==> config.mk <==
export PLATFORM = sky130hd
export DESIGN_NAME = gam_node_mem_arbiter
export DESIGN_NICKNAME = d
export VERILOG_FILES = /design/src/rtl/gam_node_mem_arbiter.sv
export SDC_FILE = /design/constraint.sdc
export NUM_CORES = 1
export LEC_CHECK = 0
export CORE_MARGIN = 4
export CORE_UTILIZATION = 25
export CTS_BUF_LIST = sky130_fd_sc_hd__clkbuf_2 sky130_fd_sc_hd__clkbuf_4 sky130_fd_sc_hd__clkbuf_8
export DETAILED_ROUTE_END_ITERATION = 7
export GPL_TIMING_DRIVEN = 0
export PLACE_DENSITY_LB_ADDON = 0.3
export SLEW_MARGIN = 20
export SYNTH_ARGS = -nofsm -noshare
export SYNTH_HDL_FRONTEND = slang
export SYNTH_SLANG_ARGS = --single-unit
==> constraint.sdc <==
create_clock -name clk -period 1.8 [get_ports clk]
set_input_delay 0.27 -clock clk [delete_from_list [all_inputs] [get_ports clk]]
set_output_delay 0.27 -clock clk [all_outputs]
set_load 0.01 [all_outputs]
==> src/rtl/gam_node_mem_arbiter.sv <==
// gam_node_mem_arbiter
// Round-robin arbiter in front of the single-port GAM node memory (X/C/W/T/M).
// One requester owns the port at a time; the owner may hold it across several
// accesses with lock. Read data returns RD_LAT cycles after the strobe and is
// steered back to whoever issued the read, even after ownership has moved on.
//
// Ports:
//   clk, reset            clock, synchronous active-high reset
//   req/lock/we [N_REQ]   per-requester request, keep-grant, write select
//   addr, wdata           per-requester slices, requester i at [i*W +: W]
//   gnt [N_REQ]           registered one-hot grant
//   rvalid [N_REQ], rdata read return (rdata broadcast, qualified by rvalid)
//   mem_*                 node-memory port (mem_rdata RD_LAT cycles after read)
//   hold_err              sticky: a locked grant was cut off at MAX_HOLD cycles
//
// state | meaning
// IDLE  | no owner; arbitrate among pending requests from rr_ptr upward
// BUSY  | owner holds the port; its request/we/addr/wdata drive the memory
module gam_node_mem_arbiter #(
    parameter int N_REQ    = 3,
    parameter int ADDR_W   = 10,
    parameter int DATA_W   = 32,
    parameter int RD_LAT   = 1,
    parameter int MAX_HOLD = 64
) (
    input  logic                    clk,
    input  logic                    reset,
    input  logic [N_REQ-1:0]        req,
    input  logic [N_REQ-1:0]        lock,
    input  logic [N_REQ-1:0]        we,
    input  logic [N_REQ*ADDR_W-1:0] addr,
    input  logic [N_REQ*DATA_W-1:0] wdata,
    output logic [N_REQ-1:0]        gnt,
    output logic [N_REQ-1:0]        rvalid,
    output logic [DATA_W-1:0]       rdata,
    output logic                    mem_en,
    output logic                    mem_we,
    output logic [ADDR_W-1:0]       mem_addr,
    output logic [DATA_W-1:0]       mem_wdata,
    input  logic [DATA_W-1:0]       mem_rdata,
    output logic                    hold_err
);

    localparam int OW = (N_REQ > 1) ? $clog2(N_REQ) : 1;
    localparam int HW = (MAX_HOLD > 1) ? $clog2(MAX_HOLD) : 1;

    typedef enum logic {IDLE, BUSY} state_t;

    state_t          state;
    logic [OW-1:0]   owner;
    logic [OW-1:0]   rr_ptr;
    logic [HW-1:0]   hold_cnt;

    // read tag pipeline: stage k holds the read issued k cycles ago
    logic [RD_LAT:1] tag_v;
    logic [OW-1:0]   tag_o [1:RD_LAT];

    logic [ADDR_W-1:0] addr_a  [N_REQ];
    logic [DATA_W-1:0] wdata_a [N_REQ];

    logic          pick_found;
    logic [OW-1:0] pick_idx;
    logic          busy;
    logic          hold_last;
    logic          release_now;
    logic          rd_issue;

    always_comb begin
        for (int i = 0; i < N_REQ; i++) begin
            addr_a[i]  = addr[i*ADDR_W +: ADDR_W];
            wdata_a[i] = wdata[i*DATA_W +: DATA_W];
        end
    end

    // first pending request at or after rr_ptr, wrapping at N_REQ
    always_comb begin
        int cand;
        cand       = 0;
        pick_found = 1'b0;
        pick_idx   = '0;
        for (int i = 0; i < N_REQ; i++) begin
            cand = int'(rr_ptr) + i;
            if (cand >= N_REQ) cand = cand - N_REQ;
            if (!pick_found && req[OW'(cand)]) begin
                pick_found = 1'b1;
                pick_idx   = OW'(cand);
            end
        end
    end

    // the memory port follows the owner combinationally so the first access
    // lands in the same cycle the registered grant appears
    always_comb begin
        busy        = (state == BUSY);
        mem_en      = busy & req[owner];
        mem_we      = mem_en & we[owner];
        mem_addr    = busy ? addr_a[owner]  : '0;
        mem_wdata   = busy ? wdata_a[owner] : '0;
        rd_issue    = mem_en & ~we[owner];
        hold_last   = (hold_cnt == HW'(MAX_HOLD - 1));
        release_now = ~req[owner] | ~lock[owner] | hold_last;
    end

    always_comb begin
        rvalid = tag_v[RD_LAT] ? (N_REQ'(1) << tag_o[RD_LAT]) : '0;
        rdata  = tag_v[RD_LAT] ? mem_rdata : '0;
    end

    always_ff @(posedge clk) begin
        if (reset) begin
            state    <= IDLE;
            owner    <= '0;
            rr_ptr   <= '0;
            hold_cnt <= '0;
            gnt      <= '0;
            hold_err <= 1'b0;
            tag_v    <= '0;
            for (int k = 1; k <= RD_LAT; k++) tag_o[k] <= '0;
        end else begin
            case (state)
                IDLE: begin
                    if (pick_found) begin
                        owner    <= pick_idx;
                        gnt      <= N_REQ'(1) << pick_idx;
                        hold_cnt <= '0;
                        state    <= BUSY;
                    end
                end
                BUSY: begin
                    hold_cnt <= hold_cnt + 1'b1;
                    if (hold_last && lock[owner]) hold_err <= 1'b1;
                    if (release_now) begin
                        state  <= IDLE;
                        gnt    <= '0;
                        rr_ptr <= (owner == OW'(N_REQ - 1)) ? '0 : owner + 1'b1;
                    end
                end
                default: state <= IDLE;
            endcase

            tag_v[1] <= rd_issue;
            tag_o[1] <= owner;
            for (int k = 2; k <= RD_LAT; k++) begin
                tag_v[k] <= tag_v[k-1];
                tag_o[k] <= tag_o[k-1];
            end
        end
    end

endmodule

* After elaboration in Yosys (flattened, before gate mapping) *
Memories as Yosys holds them, arrays and structs flattened.
Index checks and enable logic that the tools add are counted.

storage, ports and cells
  bits in registers = 16
  memories kept = 1
  input bits = 169
  output and inout bits = 83
  memory bits (writable) = 2

operators by class
  equality and inequality tests = 4
  reductions and logical operators = 9
  shift-type cells = 2
  bitwise logic cells = 11
  mux-type cells = 47
  $add $sub $neg = 7
  magnitude comparators = 8

memories
  memory  depth  bits a word  rd ports  clocked after Yosys merged registers in  write ports  RTL line  text
  tag_o   1      2            1         0                                        1            56        logic [OW-1:0] tag_o [1:RD_LAT];

operators with widths
  operator             number
  $mux 32              4
  $bmux 32 s2          1
  $mux 10              3
  $bmux 10 s2          1
  $mux 1               17
  $mux 2               8
  $bmux 1 s2           6
  $lt 2x4->1 const B   3
  $pmux 6 s2           1
  $mux 3               3
  $reduce_and 2->1     4
  $add 6x1->6 const B  1
  $eq 6x6->1 const B   1
  $ge 3x2->1 const B   2
  $mux 6               1
  $pmux 3 s2           1
  $shl 1x2->3 const A  2
  $sub 2x2->2 const B  3
  $not 1->1            4
  $add 2x1->3 const B  1
  $add 2x2->3 const B  1
  $and 1x1->1          3
  $ge 3x3->1 const B   1
  $logic_and 1x1->1    3
  other kinds (10)     13

* Depth between registers and ports, before layout *
  depth in word-level cells = 15
  depth in mapped cells = 7

* Worst setup path before layout *
No wires, ideal clock.

  path type = flip-flop to flip-flop
  start = register rr_ptr[0]
  end = register gnt[0]
  stages on the path, launching flop included = 8
  setup slack = 55 ps
  arrival = 1628 ps
  path through = dfxtp_1 > inv_1 > ha_1 > and2_1 > o2111ai_4 > o2111ai_1 > a21o_1 > a32o_1

between the ends
  cells in the longest elaborated chain, start to end = 15

RTL lines
  what                                                                  RTL line  text
  from (decl)                                                           51        logic [OW-1:0] rr_ptr;
  from (signal assigned)                                                135       rr_ptr <= (owner == OW'(N_REQ - 1)) ? '0 : owner + 1'b1;
  parallel branches: the longest is 15 deep, another holds $add 2x1->3  n/a
  to (signal assigned)                                                  124       gnt <= N_REQ'(1) << pick_idx;
  to (decl)                                                             33        output logic [N_REQ-1:0] gnt,

Several ways; the timed one is not identified. The select of a mux whose other input is x is not followed.
A chain may end at the register's enable or synchronous reset.

* Final worst setup path *
  start = register rr_ptr[0]
  end = register owner[0]

between the ends
  cells in the longest elaborated chain, start to end = 13

RTL lines
  what                                                                  RTL line  text
  parallel branches: the longest is 13 deep, another holds $add 2x1->3  n/a
  to (signal assigned)                                                  123       owner <= pick_idx;
  to (decl)                                                             50        logic [OW-1:0] owner;

Several ways; the timed one is not identified. The select of a mux whose other input is x is not followed.

==> parameters.txt <==
Parameter                              Value

Timing
  Relative slew margins ... 64.2%
  Max frequency ... approximately 540 MHz
  RSZ-0062 raised after global routing ... true
  Final clock skew ... 0.00212 ns
  Final critical-path setup slack ... -0.0577 ns
  Transition time at the pin with the least slew margin ... roughly 0.54 ns
  Min Clock Period, post-route ... 1.86 ns
  Hold Violations, Final ... 0
  Endpoints failing setup ... 16
  Count of pins over their slew limit ... 0
  Final cycle utilization of the critical path ... 103%

Route
  First-pass iteration count of the detailed router ... 4
  Iteration-0 DRC Markers ... 136
  Post-detailed-route count of antenna-violating nets ... 0
  Drc violations ... 0
  Avg WL per Cell ... 17.5 um
  Via density per instance ... 4.90
  Final WL ... approximately 13,000 um
  Vias after detailed routing ... 3,628

Synthesis
  Seq cells post-synth ... 18
  Post-synthesis cell type with the largest combined area ... mux2i_1
  Sequential cell area fraction in the yosys report ... 15.3%
  Synthesized-area fraction occupied by and/or/nand/nor cells ... between 30% and 40%
  Leading cell types by total area after synthesis ... mux2i_1 (20%), dfxtp_1 (15%), nor2_1 (15%)
  Compound-gate portion of the synthesized area ... 21.5%
  Post-Synth Adder-Cell Area ... 2.65%
  Distinct cell type count of the synthesized netlist ... 45
  Syn nets ... 524
  Mux contribution to synthesized area ... approximately a fifth
  Number of warnings printed during yosys synthesis ... 0
  Cells after synthesis ... 350
  Combinational family with the most area after synthesis ... simple AND/OR/NAND/NOR gates
  Netlist area before placement ... approximately 2400 um2
  Per-instance average area after synthesis ... 6.74 um2
  Top cell type's share of synthesized area ... 20.4%
  Post-Synth XOR/XNOR Area ... less than 1%

Min path
  Number of cells on the worst hold path ... 2
  Sink of the worst hold path ... tag_o[1][0]$_SDFF_PP0_
  Origin of the worst min-delay path ... reset
  Class of the tightest hold or removal check ... input pin to flip-flop

Cells and area
  Layout cells sized above 1 ... between 20% and 30%
  Number of fillers in the final layout ... 846
  FF+latch area ... 377 um2
  Most common cell after layout, fill and taps aside ... clkdlybuf4s50_1
  Top library cells by usage in the layout, fill and taps aside ... clkdlybuf4s50_1 (196), nor2_1 (92), a21oi_1 (44), buf_2 (44), mux2i_1 (43)
  Final non-filler cell total ... 740
  Area growth syn-to-layout ... 134%
  Post-layout net count ... 804
  Share of the core filled with cells in the final layout ... 60.0%
  Multi-input gate area ... 2050 um2

CTS
  Clock-pin transition on the worst setup and hold timing paths ... approximately 0.06 ns
  Worst-skew pair later-pin latency ... 0.25 ns
  Clock buffer count from CTS ... 3
  Maximum clock insertion buffer count ... 2
  Root buf cell ... clkbuf_8
  Hold-fix buffers at CTS ... 0
  Clock sink total ... 18
  Number of H-tree levels ... 1
  CTS tree ... done

GRT
  Maximum number of pins on one net before global-route repair ... 11
  Global-route wire length before repair ... 18,800 um
  Number of antenna violations at the first check in global routing ... 1
  All-layer global routing usage ... 21.2%
  Total congestion overflow after global routing ... 0
  Number of global-route vias before repair ... ~3,600

Power
  Total power divided by cell area ... 795 nW/um2
  Peak supply drop ... 0.000382 V
  Static leakage ... 2.30 nW

Setup path
  Delay-heaviest family, CP ... compound AO/OA/AOI/OAI gates
  Arr. time, crit path ... 2.03 ns
  Setup crit end kind ... flip-flop
  FF-to-FF Start ... rr_ptr[0]$_SDFFE_PP0P_
  Endpoint of the worst register-to-register path ... owner[0]$_SDFFE_PP0P_
  Critical Path Fanout Max ... 9
  Data required time at the worst endpoint ... 1.98 ns
  Setup slack of the most critical reg-to-reg path ... -0.06 ns
  Kind of start point of the critical path ... flip-flop
  Crit-path slowest cell ... dfxtp_4
  CP Launch Point ... rr_ptr[0]$_SDFFE_PP0P_
  Total buffers and inverters traversed by the critical path ... 2
  Cell breakdown of the critical path ... inv_4, ha_4, mux2i_4, o21ai_4, a22oi_2, buf_6, a211o_1, a21oi_2
  Start-to-end type of the worst setup path ... flip-flop to flip-flop
  Worst stage delay on the critical path ... 0.40 ns
  Register-to-Register Path Depth ... 8

Placement
  Number of I/O port buffers ... between 200 and 300
  Estimated wirelength of the detail-placed design ... 9620 um
  Placer's final routability congestion estimate ... 0.896
  Placement Setup Slack ... -0.709 ns
  DP Cell Count ... 711

Run status
  Result of the run ... finished with violations
  Failing checks ... negative setup slack

Floorplanning
  DIE WIDTH ... 105 um
  Die Footprint ... 11,000 um2
  Number of placement rows ... 35
  Starting density of the core ... 25.6%
  Placeable core region ... 9200 um2
  Die height ... 105 um
  Number of I/O pins ... 252

Run
  Max Cap Viol ... 0
-- cells in the mapped netlist (all sizes together) --
cell type  number
nor2           95
a21oi          54
mux2i          48
and2           34
dfxtp          18
buf            17
inv            10
clkbuf          9
nand3           6
ha              5
nand2           5
o21ai           5
nor2b           4
and3b           3
nand2b          3
o2bb2ai         3
a211oi          2
a21o            2
a22oi           2
and3            2
nand3b          2
nand4           2
nor3            2
nor3b           2
o2111ai         2
o32ai           2
a211o           1
a221oi          1
a31oi           1
a32o            1
and4            1
and4bb          1
nor4            1
o221ai          1
o22ai           1
or2             1
xor2            1
-- cells by family after synthesis --
logic type                 Yosys count
buffers and inverters               36
xor gates and xnor gates             1
muxes                               48
DFF                                 18
AOI/OAI and AO/OA                   78
adders and majority gates            5
and+or+nand+nor                    164
-- worst max-delay path by stage --
stage / slack [ns] / depth (start not counted) / to
after detailed placement: -0.71 / 6 / mem_wdata[25]
after global routing: -0.15 / 8 / mem_addr[1]
final: -0.06 / 8 / owner[0]$_SDFFE_PP0P_
after floorplan: 0.05 / 7 / gnt[0]$_SDFFE_PP0P_
after global placement: -0.64 / 6 / mem_wdata[30]
after CTS: -0.07 / 7 / mem_wdata[26]
-- area by class of cell --
cell class              count  area share, %
clock buffers               3          0.748
flip-flops and latches     18           6.82
inverters                  10          0.771
repair buffers            277           47.4
multi-input cells         296           37.2
well taps                 111           2.52
diodes                      1         0.0453
plain buffers              24           4.44
-- routing by layer --
| metal | wire length, um | up-vias | track usage (%) |
|---|---|---|---|
| met1 | 4700 | 1651 | 22.9 |
| met3 | 1110 | 24 | 5.81 |
| met2 | 6800 | 193 | 39.1 |
| li1 | - | 1760 | - |
| met5 | 0 | - | 0 |
| met4 | 349 | 0 | 7.59 |
-- registers in the layout, summed over array words and instances, names as in the netlist --
name and cells:
busy 1, tag_o 2, tag_v 1, hold_err 1, gnt 3, rr_ptr 2, hold_cnt 6, owner 2
-- what timing repair did --
item                       CTS  global route
gates resized for setup    269            53
buffers inserted            20             4
cloned                       4             2
pin swaps                   10            24
setup endpoints to repair   84            78
-- through the flow --
step | power (W) | hold WS [ns] | area [um2] | TNS [ns]
after floorplan | 0.00208 | 0.462 | 2360 | 0
after detailed placement | 0.00342 | 0.465 | 5000 | -25.98
after global placement | 0.00339 | 0.462 | 5000 | -24.38
final | 0.00439 | 0.451 | 5520 | -0.468
after global routing | 0.00468 | 0.483 | 5520 | -3.12
after CTS | 0.00419 | 0.427 | 5390 | -0.477
-- report_power, final --
part / internal (W) / leakage [nW] / switching (W)
sequential: 0.000474 / 0.150 / 0.0000823
clock: 0.000148 / 0.0216 / 0.000124
combinational: 0.00186 / 2.13 / 0.00169
total: 0.00249 / 2.30 / 0.00190
Power figures use the tool's default switching activity.
